--- config.mk ---
export PLATFORM = sky130hd
export DESIGN_NAME = reflet_hwi_reader
export DESIGN_NICKNAME = d
export VERILOG_FILES = /design/src/rtl/reflet_hwi_reader.sv
export SDC_FILE = /design/constraint.sdc
export NUM_CORES = 1
export LEC_CHECK = 0
export BUFFER_PORTS_ARGS = -buffer_cell sky130_fd_sc_hd__buf_2
export CAP_MARGIN = 10
export CORE_ASPECT_RATIO = 0.6
export CORE_UTILIZATION = 40
export DETAILED_ROUTE_END_ITERATION = 10
export PLACE_DENSITY = 0.66
export RECOVER_POWER = 50
export SETUP_SLACK_MARGIN = 0.02
export SKIP_LAST_GASP = 1
export SYNTH_ARGS = -nofsm -noshare
export SYNTH_HDL_FRONTEND = slang
export SYNTH_SLANG_ARGS = --single-unit
export TNS_END_PERCENT = 1
--- constraint.sdc ---
create_clock -name clk -period 1.75 [get_ports clk]
set_clock_uncertainty 0.2 [all_clocks]
set_input_delay 0.175 -clock clk [delete_from_list [all_inputs] [get_ports clk]]
set_output_delay 0.175 -clock clk [all_outputs]
set_load 0.01 [all_outputs]
--- src/rtl/reflet_hwi_reader.sv ---
// Reads the four consecutive hardware-info bytes of a Reflet system over a simple
// read bus and decodes them into clock frequency, word size and peripheral flags.
module reflet_hwi_reader #(
    parameter int                        base_addr_size = 16,
    parameter logic [base_addr_size-1:0] base_addr      = 16'hFF00,
    parameter int                        read_latency   = 1,
    parameter int                        auto_start     = 1
) (
    input  logic                      clk,
    input  logic                      reset,
    input  logic                      start,
    output logic                      bus_enable,
    output logic [base_addr_size-1:0] bus_addr,
    input  logic [7:0]                data_in,
    output logic                      busy,
    output logic                      done,
    output logic                      info_valid,
    output logic                      info_error,
    output logic [15:0]               clk_freq_mhz,
    output logic [2:0]                wordsize_code,
    output logic [7:0]                wordsize_bits,
    output logic                      has_exti,
    output logic                      has_gpio,
    output logic                      has_timer,
    output logic                      has_timer2,
    output logic                      has_uart,
    output logic                      has_pwm,
    output logic                      has_segments
);

    localparam logic [1:0] ST_IDLE = 2'd0;
    localparam logic [1:0] ST_READ = 2'd1;
    localparam logic [1:0] ST_DONE = 2'd2;
    localparam logic [2:0] LAT     = 3'(read_latency);

    logic [1:0]  r_state;
    logic [1:0]  r_index;
    logic [2:0]  r_count;
    logic        r_pending;
    logic [7:0]  r_byte0;
    logic [7:0]  r_byte1;
    logic [7:0]  r_byte2;
    logic [1:0]  r_byte3;
    logic [15:0] r_freq;
    logic [2:0]  r_code;
    logic [7:0]  r_bits;
    logic        r_valid;
    logic        r_error;
    logic [6:0]  r_flags;

    logic        w_capture;
    logic [7:0]  w_bits;
    logic        w_bad;

    assign w_capture = (r_state == ST_READ) && (r_count == LAT);

    always_comb begin
        w_bits = 8'd0;
        w_bad  = 1'b1;
        case (r_byte2[2:0])
            3'd1: begin w_bits = 8'd8;   w_bad = 1'b0; end
            3'd2: begin w_bits = 8'd16;  w_bad = 1'b0; end
            3'd3: begin w_bits = 8'd32;  w_bad = 1'b0; end
            3'd4: begin w_bits = 8'd64;  w_bad = 1'b0; end
            3'd5: begin w_bits = 8'd128; w_bad = 1'b0; end
            default: begin w_bits = 8'd0; w_bad = 1'b1; end
        endcase
    end

    always_ff @(posedge clk or negedge reset) begin
        if (!reset) begin
            r_state   <= ST_IDLE;
            r_index   <= 2'd0;
            r_count   <= 3'd0;
            r_pending <= (auto_start != 0);
            r_byte0   <= 8'd0;
            r_byte1   <= 8'd0;
            r_byte2   <= 8'd0;
            r_byte3   <= 2'd0;
            r_freq    <= 16'd0;
            r_code    <= 3'd0;
            r_bits    <= 8'd0;
            r_valid   <= 1'b0;
            r_error   <= 1'b0;
            r_flags   <= 7'd0;
        end else begin
            case (r_state)
                ST_IDLE: begin
                    if (start || r_pending) begin
                        r_state   <= ST_READ;
                        r_index   <= 2'd0;
                        r_count   <= 3'd0;
                        r_pending <= 1'b0;
                    end
                end
                ST_READ: begin
                    if (w_capture) begin
                        r_count <= 3'd0;
                        case (r_index)
                            2'd0: r_byte0 <= data_in;
                            2'd1: r_byte1 <= data_in;
                            2'd2: r_byte2 <= data_in;
                            2'd3: r_byte3 <= data_in[1:0];
                        endcase
                        if (r_index == 2'd3) begin
                            r_state <= ST_DONE;
                        end else begin
                            r_index <= r_index + 2'd1;
                        end
                    end else begin
                        r_count <= r_count + 3'd1;
                    end
                end
                ST_DONE: begin
                    // Decoded view only changes here, so it never shows a half-read set.
                    r_state <= ST_IDLE;
                    r_freq  <= {r_byte1, r_byte0};
                    r_code  <= r_byte2[2:0];
                    r_bits  <= w_bits;
                    r_error <= w_bad;
                    r_valid <= 1'b1;
                    r_flags <= {r_byte3, r_byte2[7:3]};
                end
                default: r_state <= ST_IDLE;
            endcase
        end
    end

    assign bus_enable    = (r_state == ST_READ);
    assign bus_addr      = bus_enable ? (base_addr + base_addr_size'(r_index)) : '0;
    assign busy          = (r_state != ST_IDLE);
    assign done          = (r_state == ST_DONE);
    assign info_valid    = r_valid;
    assign info_error    = r_error;
    assign clk_freq_mhz  = r_freq;
    assign wordsize_code = r_code;
    assign wordsize_bits = r_bits;
    assign has_exti      = r_flags[0];
    assign has_gpio      = r_flags[1];
    assign has_timer     = r_flags[2];
    assign has_timer2    = r_flags[3];
    assign has_uart      = r_flags[4];
    assign has_pwm       = r_flags[5];
    assign has_segments  = r_flags[6];

endmodule

==> key figures, run 1 <==
Outcome
  • Outcome: completed

Power and ir drop
  • LEAKAGE: 2.004 nW
  • Switch share: 30.90%
  • Max VDD drop: 0.0008358 V
  • Power per cell area: 1788 nW/µm²
  • P_sw: 2.110 mW
  • Internal power: 4.720 mW
  • Seq pwr share: 37.7%
  • Total power: 6.830 mW
  • Comb power frac: 35.5%
  • Clock power frac: 26.8%

Critical path
  • CP Data Required Time: 1.76 ns
  • Worst EP arrival: 1.74 ns
  • Crit. Startpoint: r_count[0]$_DFFE_PN0P_
  • WS Path Type: reg2reg
  • CP endpoint kind: register
  • Worst-path maximum fanout: 8
  • Reg2Reg Launch Point: r_count[0]$_DFFE_PN0P_
  • Startpoint type of the worst setup path: register

Floorplanning
  • Die footprint: 7792 µm²
  • Std cell rows: 23
  • Die height: 68.78 µm
  • Starting Density: 42.86%
  • Top Ports: 66
  • Core area: 6935 µm²
  • Die width: 113.3 µm

Synth
  • Mean Syn Cell Area: 14.16 µm²
  • Distinct cell type count after synthesis: 34
  • Area contributors post-synth: dfrtp_1 (56%), mux2_4 (13%), mux2_2 (8.7%)
  • Synth warn: 0
  • Number of flops mapped to enable cells by yosys: 0
  • Top cells by count, synth: dfrtp_1 (66), mux2_4 (26), mux2_2 (23)
  • Synth Register Bits: 67
  • Top_reg_cell synth: dfrtp_1
  • Area leader, netlist: dfrtp_1
  • Mapped Area: 2973 µm²
  • Async SR Flop Fraction: 100.0%
  • Register area share after synthesis: 56.44%
  • Gate Count Post-Synth: 210
  • Cell with the most instances after synthesis: dfrtp_1
  • Post-synth top area share: 55.56%

Routing
  • Final wirelength: 5.490 mm
  • Wire length per cell: 14.11 µm
  • First-pass iteration count of the detailed router: 4
  • 1st-iter DRT viols: 43
  • Residual DRC: 0
  • DR vias/cell: 4.401
  • Vias post-DR: 1712
  • Antenna-violating nets left: 0

STA
  • Slew headroom: 21.58%
  • Worst Tran Pin Value: 1.176 ns
  • Pins Over Slew Limit: 0
  • Fin. Hold Viols: 0
  • RSZ-0062 raised after global routing: true
  • Setup-failing EPs final: 0
  • Fin Hold WS: 0.02145 ns
  • Period utilization: 98.62%
  • Fmax: 0.5794 GHz
  • Minimum clock period: 1.726 ns

Place
  • Post-DP Area: 3371 µm²
  • DP HPWL: 3.806 mm
  • Placed Instances: 360
  • PortBufs: 56
  • Final estimated routing congestion in global placement: 0.7693

Finish
  • Reg area: 1679 µm²
  • Final Net Count: 301
  • Final core occ: 55.08%
  • Filler instances: 569
  • Layout cell share with drive strength beyond 1: 48.44%
  • Multi-input logic area: 1140 µm²
  • Final Non-Filler Cells: 389
  • Area Overhead vs Synth: 28.49%
  • ANT cells: 0
  • Final Cell Area: 3820 µm²

CTS
  • CTS Buf Count: 9
  • Clk pin slew, worst setup/hold paths: 0.05 ns
  • H-Tree Depth: 3
  • CTS tree: yes
  • Clock root cell: clkbuf_16
  • Worst skew pair latency: 0.33 ns
  • Clock buffer depth: 2
  • Clk sinks: 67

Global routing
  • Vias in the first global route: 1749
  • GR Overflow Total: 0
  • First-pass GRT wire length: 8.976 mm
  • GRT Total Usage: 15.84%
  • Initial antenna violation count: 0
  • Largest net degree at the start of global routing: 31

Worst hold path
  • Hold Path Origin: start
  • Worst hold path class: in2reg

Job
  • Total of max-cap violations: 0
## per-layer routing
metal | routed length, µm | vias up | GRT usage [%] | part of all wire [%]
li1 | - | 840 | - | -
met1 | 2960 | 813 | 22.32 | 54
met2 | 2187 | 49 | 22.39 | 40
met3 | 283 | 10 | 5.857 | 5.2
met4 | 59 | 0 | 5.428 | 1.1
met5 | 0 | - | 0 | 0
## metrics by stage
stage	setup slack [ns]	setup TNS [ns]
floorplan	0.04441	0
global placement	0.04861	0
detailed placement	0.02880	0
CTS	0.02112	0
global route	-0.02902	-0.3406
finish	0.02413	0
## final cells by class
type / count / share of cell area [%]
Timing Repair Buffer: 79 / 13.99
Tap cell: 100 / 3.275
Inverter: 8 / 0.7861
Sequential cell: 67 / 43.96
Clock buffer: 11 / 6.616
Multi-Input combinational cell: 119 / 29.84
Clock inverter: 5 / 1.539
## path summary, 6_finish.rpt
check,end,slack (ns),depth (start not counted)
setup / recovery,r_byte2[4]$_DFFE_PN0P_,0.02,5
hold / removal,r_count[2]$_DFFE_PN0P_,0.02,4
setup reg to reg,r_byte2[4]$_DFFE_PN0P_,0.02,5
hold reg to reg,info_valid$_DFFE_PN0P_,0.27,1
max in group asynchronous,r_pending$_DFFE_PN1P_,0.16,3
min in group asynchronous,info_error$_DFFE_PN0P_,0.41,2
## logic make-up after synthesis
family / Yosys count / synth area share, %
buffers and inverters: 32 / 6.565
AND/OR/NAND/NOR: 35 / 7.996
flip-flops: 67 / 56.44
other: 1 / 0.1261
adder cells (fa/ha/maj): 6 / 2.525
multiplexers: 50 / 22.22
AO/OA/AOI/OAI: 19 / 4.125
## cells in the final DEF, fill, tap and decap left out, drive strengths merged, types with 2 or more instances in the layout
| cell | instances |
|---|---|
| dfrtp | 66 |
| buf | 64 |
| mux2 | 50 |
| clkbuf | 17 |
| nand2 | 12 |
| o21ai | 10 |
| conb | 9 |
| dlygate4sd3 | 9 |
| inv | 9 |
| ha | 6 |
| and2 | 4 |
| nor2 | 4 |
| nor3 | 3 |
| nor2b | 3 |
| or2 | 2 |
| nand3 | 2 |
| a22o | 2 |
| a21oi | 2 |
| clkinvlp | 2 |
| nand2b | 2 |
| o31ai | 2 |
## flip-flops by register name (all words and copies together) (netlist names), 3 cells and up
register / cells
r_count: 3
r_byte0: 8
wordsize_code: 3
r_flags: 7
clk_freq_mhz: 16
r_byte1: 8
wordsize_bits: 5
r_byte2: 8
## power by group through the flow
stage / Sequential [mW] / Clock (mW) / Combinational (mW)
floorplan: 2.55 / 0 / 1.68
global placement: 2.58 / 0 / 2.27
finish: 2.57 / 1.83 / 2.42
global route: 2.66 / 1.95 / 2.66
detailed placement: 2.58 / 0 / 2.30
CTS: 2.57 / 1.87 / 2.45
## worst max-delay path: stages, from the launching register on
cell and delay [ns]:
dfrtp_1 0.39, ha_1 0.21, and4bb_1 0.22, buf_12 0.16, nand2_8 0.12, mux2_4 0.31
## what timing repair did
action                                  4_1_cts  5_1_grt
setup buffers                                 3        1
hold buffers                                  9        0
pin swaps                                     0        0
gates resized for setup                       3        1
hold endpoints to repair                     76        0
endpoints found under the setup margin       11       37
gates cloned                                  0        0
(Power assumes the default switching activity.)
==> inputs of run 2 (changes only) <==
PLACE_DENSITY = 0.71   (was 0.66)
==> key figures, run 2 (same netlist as run 1, synthesis figures left out) <==
Outcome
  • Outcome: complete, but fails checks (was completed)
  • Failing checks: setup timing

STA
  • Setup-failing EPs final: 11 (was 0)
  • Fin Hold WS: 0.02382 ns (was 0.02145 ns)
  • Worst Tran Pin Value: 0.9017 ns (was 1.176 ns)
  • Fmax: 0.5679 GHz (was 0.5794 GHz)
  • Period utilization: 100.6% (was 98.62%)
  • Pins Over Slew Limit: 0 (unchanged)
  • Minimum clock period: 1.761 ns (was 1.726 ns)
  • Final WS setup: -0.01097 ns (was 0.02413 ns)
  • Fin. Hold Viols: 0 (unchanged)
  • Slew headroom: 39.89% (was 21.58%)
  • RSZ-0062 raised after global routing: true (unchanged)

CTS
  • Clock buffer depth: 2 (unchanged)
  • H-Tree Depth: 3 (unchanged)
  • CTS tree: yes (unchanged)
  • Worst skew pair latency: 0.33 ns (about the same)
  • CTS Buf Count: 9 (unchanged)
  • Clk sinks: 67 (unchanged)
  • Clock root cell: clkbuf_16 (unchanged)
  • Clk pin slew, worst setup/hold paths: 0.05 ns (about the same)

Floorplanning
  • Core area: 6935 µm² (unchanged)
  • Std cell rows: 23 (unchanged)
  • Starting Density: 42.86% (unchanged)
  • Die footprint: 7792 µm² (unchanged)
  • Top Ports: 66 (unchanged)
  • Die height: 68.78 µm (unchanged)
  • Die width: 113.3 µm (unchanged)

Global routing
  • Met3 Usage GRT: 7.430% (was 5.857%)
  • Met1 Usage GRT: 21.73% (was 22.32%)
  • Largest net degree at the start of global routing: 68 (was 31)
  • Initial antenna violation count: 0 (unchanged)
  • First-pass GRT wire length: 9.114 mm (was 8.976 mm)
  • Most used routing layer: met2 (unchanged)
  • Vias in the first global route: 1796 (was 1749)
  • GR Overflow Total: 0 (unchanged)
  • GRT Total Usage: 16.11% (was 15.84%)
  • Met2 usage in global routing: 22.55% (was 22.39%)

Place
  • Final estimated routing congestion in global placement: 0.8201 (was 0.7693)
  • DP HPWL: 3.802 mm (was 3.806 mm)
  • PortBufs: 56 (unchanged)
  • Setup WS pre-CTS: 0.009166 ns (was 0.02880 ns)

Finish
  • Most frequent cells in the layout: dfrtp_1 (64), buf_2 (50), mux2_4 (26) (was dfrtp_1 (65), buf_2 (50), mux2_4 (26))
  • Commonest non-fill, non-tap cell in the layout: dfrtp_1 (unchanged)
  • Layout cell share with drive strength beyond 1: 49.83% (was 48.44%)
  • Multi-input logic area: 1152 µm² (was 1140 µm²)
  • Largest register FFs: 16 (unchanged)
  • ANT cells: 0 (unchanged)
  • Filler instances: 585 (was 569)
  • Final Net Count: 301 (unchanged)
  • Reg area: 1680 µm² (was 1679 µm²)
  • Area Overhead vs Synth: 27.82% (was 28.49%)

Routing
  • Antenna-violating nets left: 0 (unchanged)
  • Residual DRC: 0 (unchanged)
  • First-pass iteration count of the detailed router: 4 (unchanged)
  • DR vias/cell: 4.566 (was 4.401)
  • Vias post-DR: 1776 (was 1712)
  • Final wirelength: 5.643 mm (was 5.490 mm)
  • Wire length per cell: 14.51 µm (was 14.11 µm)
  • 1st-iter DRT viols: 79 (was 43)

Job
  • Total of max-cap violations: 0 (unchanged)

Critical path
  • WS Path Type: reg2reg (unchanged)
  • Reg2Reg Launch Point: r_count[1]$_DFFE_PN0P_ (was r_count[0]$_DFFE_PN0P_)
  • Worst path top cell family by delay: flip-flops (unchanged)
  • CP Buf/Inv Count: 2 (was 1)
  • Startpoint type of the worst setup path: register (unchanged)
  • Slowest-stage cell, CP: dfrtp_1 (unchanged)
  • CP endpoint kind: register (unchanged)
  • Worst EP arrival: 1.77 ns (was 1.74 ns)
  • Worst-path maximum fanout: 8 (unchanged)
  • Crit. Startpoint: r_count[1]$_DFFE_PN0P_ (was r_count[0]$_DFFE_PN0P_)
  • Delay of the slowest cell on the worst path: 0.38 ns (was 0.39 ns)
  • CP Data Required Time: 1.76 ns (about the same)
  • Cell Chain, Critical Path: inv_1 -> ha_2 -> and4bb_1 -> buf_12 -> nand2_8 -> mux2_4 (was ha_1 -> and4bb_1 -> buf_12 -> nand2_8 -> mux2_4)

Power and ir drop
  • LEAKAGE: 1.998 nW (was 2.004 nW)
  • Max VDD drop: 0.0009074 V (was 0.0008358 V)
  • Power per cell area: 1800 nW/µm² (was 1788 nW/µm²)

Worst hold path
  • Worst hold path class: in2reg (unchanged)
  • Hold Path Origin: start (unchanged)
==> run 2: cell types whose count changed in the layout (fill, tap and decap cells not counted), moves of 2 or more <==
| cell | before | now |
|---|---|---|
| buf_12 | 5 | 2 |
| and2_1 | 4 | 2 |
| and2_4 | 0 | 2 |
| buf_6 | 1 | 4 |
==> run 2: repair_timing <==
action	CTS	global route
endpoints found under the setup margin	37	39
setup buffers	1	3
cloned	0	0
hold buffers	9	0
resized for setup	5	7
endpoints found under the hold margin	93	0
==> run 2: cell type report <==
class | count | share of cell area [%]
flip-flops and latches | 67 | 44.22
clock buffers | 12 | 6.487
multi-input cells | 119 | 30.33
repair buffers | 79 | 13.57
well taps | 100 | 3.293
clock inverters | 4 | 1.317
inverters | 8 | 0.7903
==> run 2: routing by layer <==
layer	up-vias	part of all wire (%)
met3	12	6.4
met1	864	52
met5	-	0
met4	0	1.6
met2	58	40
li1	842	-
==> run 2: report_power, final <==
group          switching (mW)  total, mW  leakage [nW]  internal [mW]
registers               0.417       2.57         0.847           2.15
logic                    1.07       2.48          1.01           1.42
clock network           0.646       1.78         0.139           1.14
==> run 2: per-stage QoR <==
step | instances | total power [mW] | instance area (µm²) | util, % | setup TNS (ns)
2_1_floorplan | 218 | 4.230 | 3003 | - | 0
3_3_place_gp | 360 | 4.833 | 3358 | 48.42 | 0
3_5_place_dp | 360 | 4.893 | 3358 | 48.42 | 0
4_1_cts | 386 | 6.774 | 3767 | 54.32 | -0.2195
5_1_grt | 389 | 7.251 | 3800 | 54.79 | -1.812
6_report | 389 | 6.838 | 3800 | 54.79 | -0.06280
==> run 2: final timing paths <==
path,slack [ns],cells after the start,to
max in group asynchronous,0.29,3,r_state[0]$_DFFE_PN0P_
min in group asynchronous,0.41,3,wordsize_bits[7]$_DFFE_PN0P_
hold reg to reg,0.27,1,info_valid$_DFFE_PN0P_
setup / recovery,-0.01,6,r_byte2[3]$_DFFE_PN0P_
hold / removal,0.02,4,r_count[2]$_DFFE_PN0P_
setup reg to reg,-0.01,6,r_byte2[3]$_DFFE_PN0P_
==> run 2: tightest hold or removal path, cell delays in order <==
cell and delay, ns:
buf_2 0.09, nor3_1 0.06, o21ai_0 0.14, nand2_1 0.05
==> inputs of run 3 (changes only) <==
CELL_PAD_IN_SITES_DETAIL_PLACEMENT = 0   (was default)
CELL_PAD_IN_SITES_GLOBAL_PLACEMENT = 1   (was default)
CORE_UTILIZATION = 39   (was 40)
PLACE_DENSITY = 0.82   (was 0.71)
==> key figures, run 3 (same netlist as run 1, synthesis figures left out) <==
Outcome
  • Outcome: complete, but fails checks (unchanged)
  • Failing checks: setup timing (unchanged)

Finish
  • Final Net Count: 300 (was 301)
  • Most frequent cells in the layout: dfrtp_1 (66), buf_2 (53), mux2_4 (26) (was dfrtp_1 (64), buf_2 (50), mux2_4 (26))
  • Layout cell share with drive strength beyond 1: 48.96% (was 49.83%)
  • ANT cells: 0 (unchanged)
  • Commonest non-fill, non-tap cell in the layout: dfrtp_1 (unchanged)
  • Filler instances: 657 (was 585)
  • Area Overhead vs Synth: 28.58% (was 27.82%)
  • Final Cell Area: 3822 µm² (was 3800 µm²)
  • Largest register FFs: 16 (unchanged)

STA
  • Final WS setup: -0.002945 ns (was -0.01097 ns)
  • Fmax: 0.5705 GHz (was 0.5679 GHz)
  • Minimum clock period: 1.753 ns (was 1.761 ns)
  • Setup-failing EPs final: 1 (was 11)
  • Slew headroom: 39.84% (was 39.89%)
  • Period utilization: 100.2% (was 100.6%)
  • RSZ-0062 raised after global routing: true (unchanged)
  • Worst Tran Pin Value: 0.9024 ns (was 0.9017 ns)
  • TNS Setup: -0.002945 ns (was -0.06280 ns)
  • Fin. Hold Viols: 0 (unchanged)
  • Pins Over Slew Limit: 0 (unchanged)

Routing
  • Final wirelength: 5.567 mm (was 5.643 mm)
  • First-pass iteration count of the detailed router: 5 (was 4)
  • DR vias/cell: 4.497 (was 4.566)
  • Antenna-violating nets left: 0 (unchanged)
  • Vias post-DR: 1763 (was 1776)
  • Residual DRC: 0 (unchanged)
  • 1st-iter DRT viols: 70 (was 79)
  • Wire length per cell: 14.20 µm (was 14.51 µm)

Critical path
  • Crit path depth: 5 (was 6)
  • Worst Setup EP: r_byte1[2]$_DFFE_PN0P_ (was r_byte2[3]$_DFFE_PN0P_)
  • Reg2Reg Launch Point: r_count[0]$_DFFE_PN0P_ (was r_count[1]$_DFFE_PN0P_)
  • CP Buf/Inv Count: 1 (was 2)
  • Cell Chain, Critical Path: ha_1 -> and4bb_2 -> buf_12 -> nand2_8 -> mux2_4 (was inv_1 -> ha_2 -> and4bb_1 -> buf_12 -> nand2_8 -> mux2_4)
  • R2R cell count: 5 (was 6)
  • Worst EP arrival: 1.77 ns (about the same)
  • Worst path top cell family by delay: flip-flops (unchanged)
  • Slowest-stage cell, CP: dfrtp_1 (unchanged)
  • CP Data Required Time: 1.76 ns (about the same)
  • CP endpoint kind: register (unchanged)
  • WS Path Type: reg2reg (unchanged)
  • Startpoint type of the worst setup path: register (unchanged)
  • Worst-path maximum fanout: 8 (unchanged)
  • Worst reg-to-reg setup slack: -0.003 ns (was -0.01 ns)
  • Delay of the slowest cell on the worst path: 0.38 ns (about the same)
  • Reg2Reg Capture Point: r_byte1[2]$_DFFE_PN0P_ (was r_byte2[3]$_DFFE_PN0P_)
  • Crit. Startpoint: r_count[0]$_DFFE_PN0P_ (was r_count[1]$_DFFE_PN0P_)

CTS
  • Clock root cell: clkbuf_16 (unchanged)
  • CTS Buf Count: 9 (unchanged)
  • Clk sinks: 67 (unchanged)
  • Clock buffer depth: 2 (unchanged)
  • Worst skew pair latency: 0.33 ns (about the same)
  • H-Tree Depth: 3 (unchanged)
  • CTS tree: yes (unchanged)
  • Clk pin slew, worst setup/hold paths: 0.06 ns (was 0.05 ns)

Place
  • Setup WS pre-CTS: 0.01637 ns (was 0.009166 ns)
  • DP HPWL: 3.717 mm (was 3.802 mm)
  • Final estimated routing congestion in global placement: 0.7566 (was 0.8201)
  • PortBufs: 56 (unchanged)
  • Post-DP Area: 3371 µm² (was 3358 µm²)

Global routing
  • Largest net degree at the start of global routing: 68 (unchanged)
  • GR Overflow Total: 0 (unchanged)
  • Most used routing layer: met1 (was met2)
  • Met1 Usage GRT: 23.25% (was 21.73%)
  • Met3 Usage GRT: 5.245% (was 7.430%)
  • First-pass GRT wire length: 8.797 mm (was 9.114 mm)
  • GRT Total Usage: 15.19% (was 16.11%)
  • Met2 usage in global routing: 18.92% (was 22.55%)
  • Vias in the first global route: 1590 (was 1796)
  • Initial antenna violation count: 0 (unchanged)

Floorplanning
  • Die width: 114.7 µm (was 113.3 µm)
  • Die footprint: 7988 µm² (was 7792 µm²)
  • Std cell rows: 24 (was 23)
  • Starting Density: 40.57% (was 42.86%)
  • Top Ports: 66 (unchanged)
  • Die height: 69.63 µm (was 68.78 µm)
  • Core area: 7327 µm² (was 6935 µm²)

Power and ir drop
  • LEAKAGE: 2.023 nW (was 1.998 nW)
  • Max VDD drop: 0.0007269 V (was 0.0009074 V)
  • Power per cell area: 1798 nW/µm² (was 1800 nW/µm²)

Worst hold path
  • Worst hold path class: in2reg (unchanged)

Job
  • Total of max-cap violations: 0 (unchanged)
[run 3: cell types whose count changed in the layout (fill, tap and decap cells not counted), sizes merged]
cell | previous run | this run
bufinv | 1 | 2
inv | 8 | 9
clkbuf | 17 | 14
bufbuf | 0 | 1
buf | 65 | 64
[run 3: area by class of cell]
class	count	area, µm²	area share [%]
Sequential cell	67	1678	43.90
Inverter	8	30.03	0.7856
Tap cell	104	130.1	3.404
Clock buffer	10	229.0	5.990
Multi-Input combinational cell	119	1145	29.95
Timing Repair Buffer	78	521.8	13.65
Clock inverter	6	88.84	2.324
[run 3: worst min-delay path by stage]
stage / cells past startpoint / to / from
CTS: 4 / r_count[2]$_DFFE_PN0P_ / start
detailed placement: 2 / wordsize_code[1]$_DFFE_PN0P_ / reset
global route: 4 / r_count[2]$_DFFE_PN0P_ / start
global placement: 2 / info_valid$_DFFE_PN0P_ / reset
floorplan: 0 / clk_freq_mhz[0]$_DFFE_PN0P_ / reset
finish: 4 / r_count[2]$_DFFE_PN0P_ / start
[run 3: tightest hold or removal path, cell delays in order]
cell     delay (ns)
buf_2          0.09
nor3_1         0.06
o21ai_0        0.15
nand2_1        0.05
[run 3: through the flow]
stage / utilization, % / instances / hold slack, ns / total power [mW]
CTS: 52.22 / 392 / 0.01753 / 6.923
finish: 52.17 / 392 / 0.03580 / 6.874
global placement: 46.00 / 365 / 0.02107 / 4.864
floorplan: - / 218 / -0.3206 / 4.230
detailed placement: 46.00 / 365 / 0.02351 / 4.917
global route: 52.17 / 392 / 0.06799 / 7.250
[run 3: metal layers]
| metal | wire, µm | vias up | part of all wire, % |
|---|---|---|---|
| li1 | - | 846 | - |
| met1 | 2991 | 850 | 54 |
| met2 | 2182 | 58 | 39 |
| met3 | 317 | 9 | 5.7 |
| met4 | 75 | 0 | 1.3 |
| met5 | 0 | - | 0 |
[run 3: report_power, final]
part           internal, mW  switching [mW]  total [mW]
clock                  1.25           0.663        1.91
combinational          1.35            1.06        2.41
sequential             2.15           0.404        2.55
total                  4.75            2.12        6.87
[run 3: repair_timing]
| item | in CTS | in global routing |
|---|---|---|
| gates resized for setup | 2 | 4 |
| setup buffers | 1 | 0 |
| endpoints found under the hold margin | 93 | 0 |
| hold buffers | 9 | 0 |
| pin swaps | 0 | 0 |
| endpoints found under the setup margin | 29 | 39 |
| gates cloned | 1 | 0 |
